## src/rtl/rob_pkg.sv

```systemverilog
`default_nettype none
// ============================================================================
// Module      : rob_pkg
// Description : Shared sizing constants and the entry record for the
//               reorder buffer.
//               DEPTH  - number of entries (power of two, >= 4)
//               TAG_W  - width of an entry tag
//               XLEN   - width of a result value
//               rob_entry_t - one buffer slot {valid, done, has_rd, rd, value}
// Revision    : 1.0 - initial release
// ============================================================================
package rob_pkg;

  localparam int DEPTH = 8;
  localparam int TAG_W = $clog2(DEPTH);
  localparam int XLEN  = 32;

  typedef struct packed {
    logic            valid;
    logic            done;
    logic            has_rd;
    logic [4:0]      rd;
    logic [XLEN-1:0] value;
  } rob_entry_t;

endpackage
`default_nettype wire

```

## src/rtl/reorder_buffer.sv

```systemverilog
`default_nettype none
// ============================================================================
// Module      : reorder_buffer
// Description : Circular reorder buffer. Two in-order allocations per cycle,
//               two out-of-order writebacks by tag, two in-order retirements.
// Ports       :
//   clk           in   clock, rising edge
//   rst           in   synchronous active-high reset
//   flush         in   discard all entries
//   disp_valid    in   [1:0] dispatch request per slot (slot 0 older)
//   disp_has_rd   in   [1:0] instruction writes a destination register
//   disp_rd       in   [1:0][4:0] destination register
//   disp_ready    out  room for two dispatches this cycle
//   disp_tag      out  [1:0][TAG_W-1:0] tag assigned to each slot
//   wb_valid      in   [1:0] writeback request per port
//   wb_tag        in   [1:0][TAG_W-1:0] entry being completed
//   wb_value      in   [1:0][XLEN-1:0] result value
//   commit_valid  out  [1:0] slot retires at this edge (slot 0 older)
//   commit_has_rd out  [1:0] retiring instruction writes a register
//   commit_rd     out  [1:0][4:0] retiring destination register
//   commit_value  out  [1:0][XLEN-1:0] retiring result value
//   count         out  [TAG_W:0] occupied entries
// Revision    : 1.0 - initial release
// ============================================================================
module reorder_buffer #(
  parameter int DEPTH = rob_pkg::DEPTH,
  parameter int TAG_W = $clog2(DEPTH),
  parameter int XLEN  = rob_pkg::XLEN
) (
  input  logic                       clk,
  input  logic                       rst,
  input  logic                       flush,
  input  logic [1:0]                 disp_valid,
  input  logic [1:0]                 disp_has_rd,
  input  logic [1:0][4:0]            disp_rd,
  output logic                       disp_ready,
  output logic [1:0][TAG_W-1:0]      disp_tag,
  input  logic [1:0]                 wb_valid,
  input  logic [1:0][TAG_W-1:0]      wb_tag,
  input  logic [1:0][XLEN-1:0]       wb_value,
  output logic [1:0]                 commit_valid,
  output logic [1:0]                 commit_has_rd,
  output logic [1:0][4:0]            commit_rd,
  output logic [1:0][XLEN-1:0]       commit_value,
  output logic [TAG_W:0]             count
);

  import rob_pkg::*;

  localparam logic [TAG_W:0] c_READY_MAX = (TAG_W+1)'(DEPTH - 2);

  rob_entry_t       ent_q [DEPTH];
  rob_entry_t       ent_d [DEPTH];
  logic [TAG_W-1:0] head_q, head_d, tail_q, tail_d;
  logic [TAG_W:0]   count_q, count_d;

  logic [TAG_W-1:0] head_p1, tail_p1;
  logic             alloc0, alloc1, ret0, ret1;

  // Pointer arithmetic wraps naturally because DEPTH is a power of two.
  assign head_p1 = head_q + TAG_W'(1);
  assign tail_p1 = tail_q + TAG_W'(1);

  assign disp_ready  = (count_q <= c_READY_MAX);
  assign disp_tag[0] = tail_q;
  assign disp_tag[1] = tail_p1;

  // Slot 1 only ever allocates behind slot 0 so program order is kept.
  assign alloc0 = disp_ready & disp_valid[0];
  assign alloc1 = alloc0 & disp_valid[1];

  // Commit is suppressed while the buffer is being cleared.
  assign ret0 = ent_q[head_q].valid & ent_q[head_q].done & ~flush & ~rst;
  assign ret1 = ret0 & ent_q[head_p1].valid & ent_q[head_p1].done;

  assign commit_valid     = {ret1, ret0};
  assign commit_has_rd[0] = ent_q[head_q].has_rd;
  assign commit_has_rd[1] = ent_q[head_p1].has_rd;
  assign commit_rd[0]     = ent_q[head_q].rd;
  assign commit_rd[1]     = ent_q[head_p1].rd;
  assign commit_value[0]  = ent_q[head_q].value;
  assign commit_value[1]  = ent_q[head_p1].value;
  assign count            = count_q;

  always_comb begin
    ent_d = ent_q;

    // Port 1 is applied last so it wins a same-tag collision. Validity is
    // judged on start-of-cycle state, so a tag allocated this cycle is immune.
    for (int p = 0; p < 2; p++) begin
      if (wb_valid[p] && ent_q[wb_tag[p]].valid) begin
        ent_d[wb_tag[p]].done  = 1'b1;
        ent_d[wb_tag[p]].value = wb_value[p];
      end
    end

    if (ret0) ent_d[head_q]  = '0;
    if (ret1) ent_d[head_p1] = '0;

    if (alloc0) ent_d[tail_q]  = '{valid: 1'b1, done: 1'b0, has_rd: disp_has_rd[0],
                                   rd: disp_rd[0], value: '0};
    if (alloc1) ent_d[tail_p1] = '{valid: 1'b1, done: 1'b0, has_rd: disp_has_rd[1],
                                   rd: disp_rd[1], value: '0};

    head_d  = head_q + TAG_W'(ret0) + TAG_W'(ret1);
    tail_d  = tail_q + TAG_W'(alloc0) + TAG_W'(alloc1);
    count_d = count_q + (TAG_W+1)'(alloc0) + (TAG_W+1)'(alloc1)
                      - (TAG_W+1)'(ret0)   - (TAG_W+1)'(ret1);
  end

  always_ff @(posedge clk) begin
    if (rst || flush) begin
      for (int i = 0; i < DEPTH; i++) ent_q[i] <= '0;
      head_q  <= '0;
      tail_q  <= '0;
      count_q <= '0;
    end else begin
      for (int i = 0; i < DEPTH; i++) ent_q[i] <= ent_d[i];
      head_q  <= head_d;
      tail_q  <= tail_d;
      count_q <= count_d;
    end
  end

endmodule
`default_nettype wire

```

## config.mk

```make
export PLATFORM = sky130hd
export DESIGN_NAME = reorder_buffer
export DESIGN_NICKNAME = d
export VERILOG_FILES = /design/src/rtl/rob_pkg.sv /design/src/rtl/reorder_buffer.sv
export SDC_FILE = /design/constraint.sdc
export NUM_CORES = 1
export LEC_CHECK = 0
export BUFFER_PORTS_ARGS = -buffer_cell sky130_fd_sc_hd__buf_2
export CAP_MARGIN = 20
export CELL_PAD_IN_SITES_DETAIL_PLACEMENT = 2
export CELL_PAD_IN_SITES_GLOBAL_PLACEMENT = 2
export CORE_UTILIZATION = 37
export DETAILED_ROUTE_END_ITERATION = 10
export PLACE_DENSITY_LB_ADDON = 0.3
export SLEW_MARGIN = 20
export SYNTH_ARGS = -nofsm -noshare
export SYNTH_HDL_FRONTEND = slang
export SYNTH_SLANG_ARGS = --single-unit
```

## constraint.sdc

```tcl
create_clock -name clk -period 4.7 [get_ports clk]
set_input_delay 0 -clock clk [delete_from_list [all_inputs] [get_ports clk]]
set_output_delay 0 -clock clk [all_outputs]
set_load 0.01 [all_outputs]
```

==> results.md, run 1 <==
| Parameter | This run |
|---|---|
| Wire length of the first global-routing pass | 139000 µm |
| Multi-input logic area | 11200 µm² |
| Ports placed on the boundary | 178 |
| Placement Rows | 82 |
| Placer Congestion | 0.883 |
| Yosys Warn Count | 0 |
| Sequential cell area in the final layout | 6610 µm² |
| Leakage power total | 9.52 nW |
| Total clock buffers created by CTS | 42 |
| Remaining design rule violation count | 0 |
| Effective utilization at floorplan | 0.376 |
| Switching power share of the total | 0.255 |
| Distinct cell type count after synthesis | 50 |
| Fraction of power consumed by the clock network | 0.504 |
| Max transition margin | 0.248 |
| Tightest Pin Transition | 1120 ps |
| Type of origin of the critical path | flip-flop |
| Fin crit period | 4220 ps |
| Overall die height | 228 µm |
| Seq/Total Area, Yosys | 0.350 |
| DRT iter0 DRCs | 1770 |
| Critical Path RT | 5160 ps |
| Fraction of final layout cells sized beyond drive strength 1 | 0.185 |
| Average wire per standard cell | 31.4 µm |
| Largest fanout on the critical path | 39 |
| Largest area contributor in the synthesized netlist | dfxtp_1 |
| Cell family with most CP delay | buffers and inverters |
| TNS Setup | 0 ps |
| Sw Pwr | 1.68 mW |
| Width of the die | 228 µm |
| CP Buf/Inv Count | 3 |
| Class of the tightest hold or removal check | primary input to flip-flop |
| Clock Latency Late Sink | 580 ps |
| Pin count of the biggest net entering global routing | 66 |
| Part of the power in registers | 0.428 |
| Total power divided by cell area | 291 nW/µm² |
| Number of nets in the layout | 2367 |
| Total Wirelength | 93100 µm |
| Netlist area before placement | 18900 µm² |
| Post-DRT Antenna Nets | 0 |
| Synth-to-layout area growth | 20.2% |
| Most frequent cell after synthesis | dfxtp_1 |
| RSZ-0062 raised after global routing | false |
| Data arrival, critical path | 4690 ps |
| Die Outline Area | 51900 µm² |
| Result of the run | finished clean |
| Proportion of register bits with asynchronous set or reset after synthesis | 0 |
| Count of clock tree sinks | 330 |
| Number of buffers between clock root and the deepest sink | 3 |
| Worst setup slack before clock tree synthesis | 768 ps |
| Antenna violations before repair | 3 |
| Deepest level of the CTS H-tree | 2 |
| Number of global-route vias before repair | 21498 |
| Top post-synthesis cells by area | dfxtp_1 35%, mux2i_1 14%, a22oi_1 12% |
| Start-to-end type of the worst setup path | flip-flop to flip-flop |
| FF+latch count, synth | 330 |
| Yosys top cell area share | 0.350 |
| Worst setup slack after layout | 475 ps |
| Cts repair resizes | 0 |
| CTS tree | done |
| Fmax | 0.237 GHz |
| Core Area | 50200 µm² |
| Worst path slowest cell | buf_4 |
| Primary FF master, synth | dfxtp_1 |
| Count of maximum capacitance violations | 0 |
| Setup clock skew after layout | 13.5 ps |
| Worst-path cell chain | buf_4 > ha_1 > xor2_1 > a41oi_1 > nor4_1 > nand3b_1 > buf_4 > a211oi_1 > dlygate4sd3_1 |
| Worst vdd rail ir drop | 0.000218 V |
| Clk root buf | clkbuf_16 |
| Cell mode on critical path | buf_4 |
| Synthesized area per cell | 8.74 µm² |
| Combined global-route utilization of all metal layers | 0.347 |
| Top cells by instance count after synthesis | 330 x dfxtp_1, 304 x a22oi_1, 287 x nor2_1, 258 x mux2i_1, 166 x a211oi_1 |
| Tcrit/Tclk final | 0.899 |
| Vias per cell | 6.70 |
| CTS clk-pin slew, worst paths | 60 ps |
| Final number of setup-violating endpoints | 0 |
| Internal Dissipation | 4.91 mW |
| IO buf count | 177 |
| Placed wire-length estimate after detailed placement | 51100 µm |
| Cells after synthesis | 2159 |
| Number of synthesized flops with an enable pin | 0 |
| Detailed-route via count | 19902 |
| Combinational cell fraction of total power | 0.068 |
| Layout fillers | 5347 |
| Detailed Routing Iterations Pass 1 | 5 |
| Final number of hold-violating endpoints | 0 |
| GR Overflow Total | 0 |
| Type of destination of the critical path | flip-flop |
| Final slew viol count | 0 |
| Critical path's largest stage delay | 700 ps |
| Synthesized net count | 2260 |
-- sequential cells by signal, indices dropped and copies added (netlist names) --
signal,count
ent_q,320
count,4
head_q,3
tail_q,3
-- cell type report --
cell class | instances | share of cell area
Timing Repair Buffer | 341 | 0.108
Multi-Input combinational cell | 1508 | 0.495
Clock inverter | 8 | 0.00298
Sequential cell | 330 | 0.292
Clock buffer | 66 | 0.0580
Tap cell | 672 | 0.0371
Antenna cell | 2 | 0.000221
Inverter | 43 | 0.00712
-- repair_timing --
action,CTS,global route
endpoints found under the hold margin,304,0
hold buffers,115,0
setup buffers,0,0
-- per-stage QoR --
stage | hold slack (ps) | std cells | utilization | power (mW) | area, µm²
after detailed placement | 312 | 2778 | 0.401 | 3.26 | 20100
after CTS | 64.5 | 2967 | 0.451 | 6.61 | 22600
after global routing | 133 | 2970 | 0.452 | 6.74 | 22700
after floorplan | 134 | 2159 | - | 3.09 | 18900
after global placement | 301 | 2778 | 0.401 | 3.25 | 20100
final | 102 | 2970 | 0.452 | 6.59 | 22700
-- per-layer routing --
| metal | wire length [µm] | track usage |
|---|---|---|
| met5 | 12 | 0 |
| met1 | 38600 | 0.442 |
| met3 | 6870 | 0.0605 |
| met2 | 44100 | 0.579 |
| met4 | 3520 | 0.141 |
-- path summary, 6_finish.rpt --
check,to,cells past startpoint,startpoint,slack [ps]
worst max-delay path,ent_q[29]$_SDFF_PP0_,9,head_q[0]$_SDFF_PP0_,480
worst min register to register,ent_q[33]$_SDFF_PP0_,2,ent_q[33]$_SDFF_PP0_,500
worst min-delay path,ent_q[239]$_SDFF_PP0_,5,rst,100
worst max register to register,ent_q[29]$_SDFF_PP0_,9,head_q[0]$_SDFF_PP0_,480
-- placed cells by master, fill, tap and decap left out, types with 6 or more instances in the layout --
| cell type | instances |
|---|---|
| clkbuf_1 | 10 |
| inv_1 | 42 |
| a22o_1 | 19 |
| mux2i_1 | 258 |
| a21oi_1 | 13 |
| nor4_1 | 7 |
| a31oi_1 | 11 |
| clkbuf_16 | 45 |
| clkbuf_8 | 11 |
| o2bb2ai_1 | 8 |
| clkinv_2 | 6 |
| nor3_1 | 12 |
| nand4_1 | 81 |
| nor2b_1 | 17 |
| ha_1 | 8 |
| nor2_1 | 279 |
| o21ai_0 | 25 |
| a22oi_1 | 304 |
| nand3_1 | 8 |
| buf_4 | 45 |
| a211oi_1 | 166 |
| o22ai_1 | 44 |
| nor2_4 | 8 |
| a41oi_1 | 8 |
| nand2_1 | 52 |
| dlygate4sd3_1 | 115 |
| nand3_4 | 7 |
| a32oi_1 | 11 |
| buf_2 | 177 |
| and2_1 | 12 |
| a211oi_2 | 90 |
| dfxtp_1 | 330 |
-- power groups by stage --
| stage | Clock, mW | Combinational (mW) | Sequential (mW) |
|---|---|---|---|
| CTS | 3.35 | 0.431 | 2.82 |
| global route | 3.46 | 0.462 | 2.82 |
| finish | 3.32 | 0.446 | 2.82 |
| detailed placement | 0 | 0.375 | 2.88 |
| global placement | 0 | 0.365 | 2.88 |
| floorplan | 0 | 0.211 | 2.88 |
-- worst min-delay path, stage by stage --
cell and delay [ps]:
buf_2 110, nor2_4 30, buf_4 270, nand2_1 110
o21ai_0 70
-- cells by family after synthesis --
group,count (synthesis),share of synthesized area
compound gates,712,0.303
xor+xnor,6,0.00318
fa+ha+maj,12,0.00955
buf+inv,321,0.0673
flops,330,0.350
mux,264,0.143
simple gates,514,0.124
No activity file was read; power rests on OpenSTA's default activity.
==> inputs of run 2 (changes only) <==
==> constraint.sdc (replaced) <==
create_clock -name clk -period 4.1 [get_ports clk]
set_input_delay 0 -clock clk [delete_from_list [all_inputs] [get_ports clk]]
set_output_delay 0 -clock clk [all_outputs]
set_load 0.01 [all_outputs]
==> results.md, run 2 (synthesis gave the netlist of run 1 again) <==
| Parameter | This run | Change |
|---|---|---|
| Result of the run | finished clean |  |
| Leakage power total | 9.62 nW | +1.0% |
| Sw Pwr | 1.93 mW | +15% |
| Clock Latency Late Sink | 580 ps | about the same |
| Critical R2R Capture | ent_q[122]$_SDFF_PP0_ |  |
| Final slew viol count | 0 | unchanged |
| Switching power share of the total | 0.254 | -0.00144 |
| R2R depth | 9 | unchanged |
| Antenna violations before repair | 3 | unchanged |
| Hold path startpoint | wb_tag[1] |  |
| Internal Dissipation | 5.69 mW | +16% |
| Tcrit/Tclk final | 0.907 | +0.00792 |
| Start-to-end type of the worst setup path | flip-flop to flip-flop |  |
| Largest fanout on the critical path | 33 | -15% |
| RSZ-0062 raised after global routing | false |  |
| Remaining design rule violation count | 0 | unchanged |
| Placer Congestion | 0.904 | +2.4% |
| Number of buffers between clock root and the deepest sink | 3 | unchanged |
| Placed wire-length estimate after detailed placement | 52000 µm | +1.7% |
| TNS Setup | 0 ps | unchanged |
| Critical Path RT | 4560 ps | -600 ps |
| Class of the tightest hold or removal check | primary input to flip-flop |  |
| Post-DRT Antenna Nets | 0 | unchanged |
| Max FFs per register | 320 | unchanged |
| Worst vdd rail ir drop | 0.000415 V | +90% |
| Fraction of final layout cells sized beyond drive strength 1 | 0.191 | +0.00624 |
| Type of destination of the critical path | flip-flop |  |
| Count of maximum capacitance violations | 0 | unchanged |
| R2R Setup Slk | 380 ps | -90 ps |
| IO buf count | 177 | unchanged |
| Average wire per standard cell | 31.6 µm | +0.68% |
| Ports placed on the boundary | 178 | unchanged |
| Number of global-route vias before repair | 21590 | +0.43% |
| Fin crit period | 3720 ps | -507 ps |
| Layout fillers | 5329 | -0.34% |
| Data arrival, critical path | 4180 ps | -510 ps |
| Max transition margin | 0.240 | -0.00873 |
| Part of the power in registers | 0.424 | -0.004 |
| CTS clk-pin slew, worst paths | 60 ps | about the same |
| Total Wirelength | 94200 µm | +1.2% |
| Register with the most flip-flops | ent_q |  |
| Worst setup slack after layout | 382 ps | -93.2 ps |
| Combined global-route utilization of all metal layers | 0.352 | +0.00438 |
| Post-layout util | 0.455 | +0.00372 |
| CTS tree | done |  |
| Worst setup slack before clock tree synthesis | 410 ps | -358 ps |
| Setup fix buffers added after clock tree synthesis | 0 | unchanged |
| Detailed-route via count | 20083 | +0.91% |
| Worst path slowest cell | dlygate4sd3_1 |  |
| Effective utilization at floorplan | 0.376 | unchanged |
| Synth-to-layout area growth | 21.1% |  |
| Width of the die | 228 µm | unchanged |
| Core Area | 50200 µm² | unchanged |
| Clk root buf | clkbuf_16 |  |
| Total clock buffers created by CTS | 41 | -2.4% |
| Wire length of the first global-routing pass | 140000 µm | +0.70% |
| Placement Rows | 82 | unchanged |
| Fraction of power consumed by the clock network | 0.507 | +0.003 |
| Worst hold path depth | 5 | unchanged |
| Final standard cell count with taps included and fillers excluded | 2985 | +0.51% |
| GR Overflow Total | 0 | unchanged |
| Final number of hold-violating endpoints | 0 | unchanged |
| Pin count of the biggest net entering global routing | 66 | unchanged |
| Vias per cell | 6.73 | +0.40% |
| Leading cell types in the layout, fill and taps excluded | 329 x dfxtp_1, 304 x a22oi_1, 279 x nor2_1 |  |
| Deepest level of the CTS H-tree | 2 | unchanged |
| Critical register-to-register path startpoint | head_q[1]$_SDFF_PP0_ |  |
| Worst-path cell chain | buf_4 > ha_1 > xor2_1 > a41oi_1 > nor4_1 > or3_2 > buf_6 > a211oi_1 > dlygate4sd3_1 |  |
| Most frequent standard cell in the layout excluding fill and tap cells | dfxtp_1 |  |
| Count of clock tree sinks | 330 | unchanged |
| Final number of setup-violating endpoints | 0 | unchanged |
| Destination of the worst hold path | ent_q[198]$_SDFF_PP0_ |  |
| Type of origin of the critical path | flip-flop |  |
| Die Outline Area | 51900 µm² | unchanged |
| DRT iter0 DRCs | 1790 | +1.1% |
| Tightest Pin Transition | 1140 ps | +14.5 ps |
| Detailed Routing Iterations Pass 1 | 5 | unchanged |
| Placed Instances | 2788 | +0.36% |
| Fmax | 0.269 GHz | +14% |
| Combinational cell fraction of total power | 0.069 | about the same |
| Total power divided by cell area | 334 nW/µm² | +15% |
| Overall die height | 228 µm | unchanged |
| Number of nets in the layout | 2379 | +0.51% |
| Critical path's largest stage delay | 610 ps | -90 ps |
| Setup clock skew after layout | 13.2 ps | -0.212 ps |
[run 2: changes by cell type in the layout (fill, tap and decap cells not counted), moves of 2 or more]
cell,change
dlygate4sd3_1,+3
clkbuf_1,-5
clkbuf_16,-2
buf_4,+6
clkbuf_8,+4
buf_6,+2
[run 2: power groups by stage]
stage / Sequential (mW) / Clock [mW] / Combinational, mW
global placement: 3.30 / 0 / 0.423
CTS: 3.23 / 3.90 / 0.508
detailed placement: 3.30 / 0 / 0.439
global route: 3.23 / 4.03 / 0.544
finish: 3.23 / 3.87 / 0.523
floorplan: 3.30 / 0 / 0.242
[run 2: what timing repair did]
action,4_1_cts,5_1_grt
hold buffers,118,0
hold endpoints to repair,307,0
endpoints found under the setup margin,0,7
resized for setup,0,3
[run 2: per-stage QoR]
stage / total power, mW / area, µm² / hold slack [ps]
3_3_place_gp: 3.73 / 20200 / 291
6_report: 7.63 / 22800 / 26.5
4_1_cts: 7.64 / 22800 / 5.88
5_1_grt: 7.81 / 22800 / 39.0
3_5_place_dp: 3.74 / 20200 / 307
2_1_floorplan: 3.54 / 18900 / 134
[run 2: layout make-up]
| type | instances | area [µm²] | area share |
|---|---|---|---|
| flip-flops and latches | 330 | 6610 | 0.289 |
| well taps | 672 | 841 | 0.0368 |
| multi-input cells | 1508 | 11200 | 0.491 |
| clock buffers | 63 | 1300 | 0.0570 |
| inverters | 43 | 161 | 0.00706 |
| clock inverters | 12 | 119 | 0.00520 |
| repair buffers | 354 | 2600 | 0.114 |
| diodes | 3 | 7.51 | 0.000329 |
[run 2: critical path: cells and delay by family, from the launching register on]
| family | cells | cell delay (ps) |
|---|---|---|
| and+or+nand+nor | 2 | 660 |
| DFF | 1 | 580 |
| adders and majority gates | 1 | 230 |
| xor gates and xnor gates | 1 | 490 |
| buffers and inverters | 3 | 1320 |
| AOI/OAI and AO/OA | 2 | 290 |
[run 2: how the worst max path moves through the flow]
stage / start / end / depth (start not counted)
detailed placement: head_q[0]$_SDFF_PP0_ / count[2]$_SDFF_PP0_ / 11
global placement: head_q[0]$_SDFF_PP0_ / count[2]$_SDFF_PP0_ / 11
CTS: head_q[0]$_SDFF_PP0_ / ent_q[122]$_SDFF_PP0_ / 9
finish: head_q[1]$_SDFF_PP0_ / ent_q[122]$_SDFF_PP0_ / 9
floorplan: head_q[1]$_SDFF_PP0_ / count[2]$_SDFF_PP0_ / 14
global route: head_q[1]$_SDFF_PP0_ / ent_q[120]$_SDFF_PP0_ / 9
[run 2: per-layer routing]
layer | track usage | wire length, µm | up-vias
li1 | - | - | 8418
met1 | 0.441 | 37700 | 10314
met2 | 0.583 | 44300 | 1024
met3 | 0.0664 | 7860 | 325
met4 | 0.159 | 4340 | 2
met5 | 0 | 10 | -
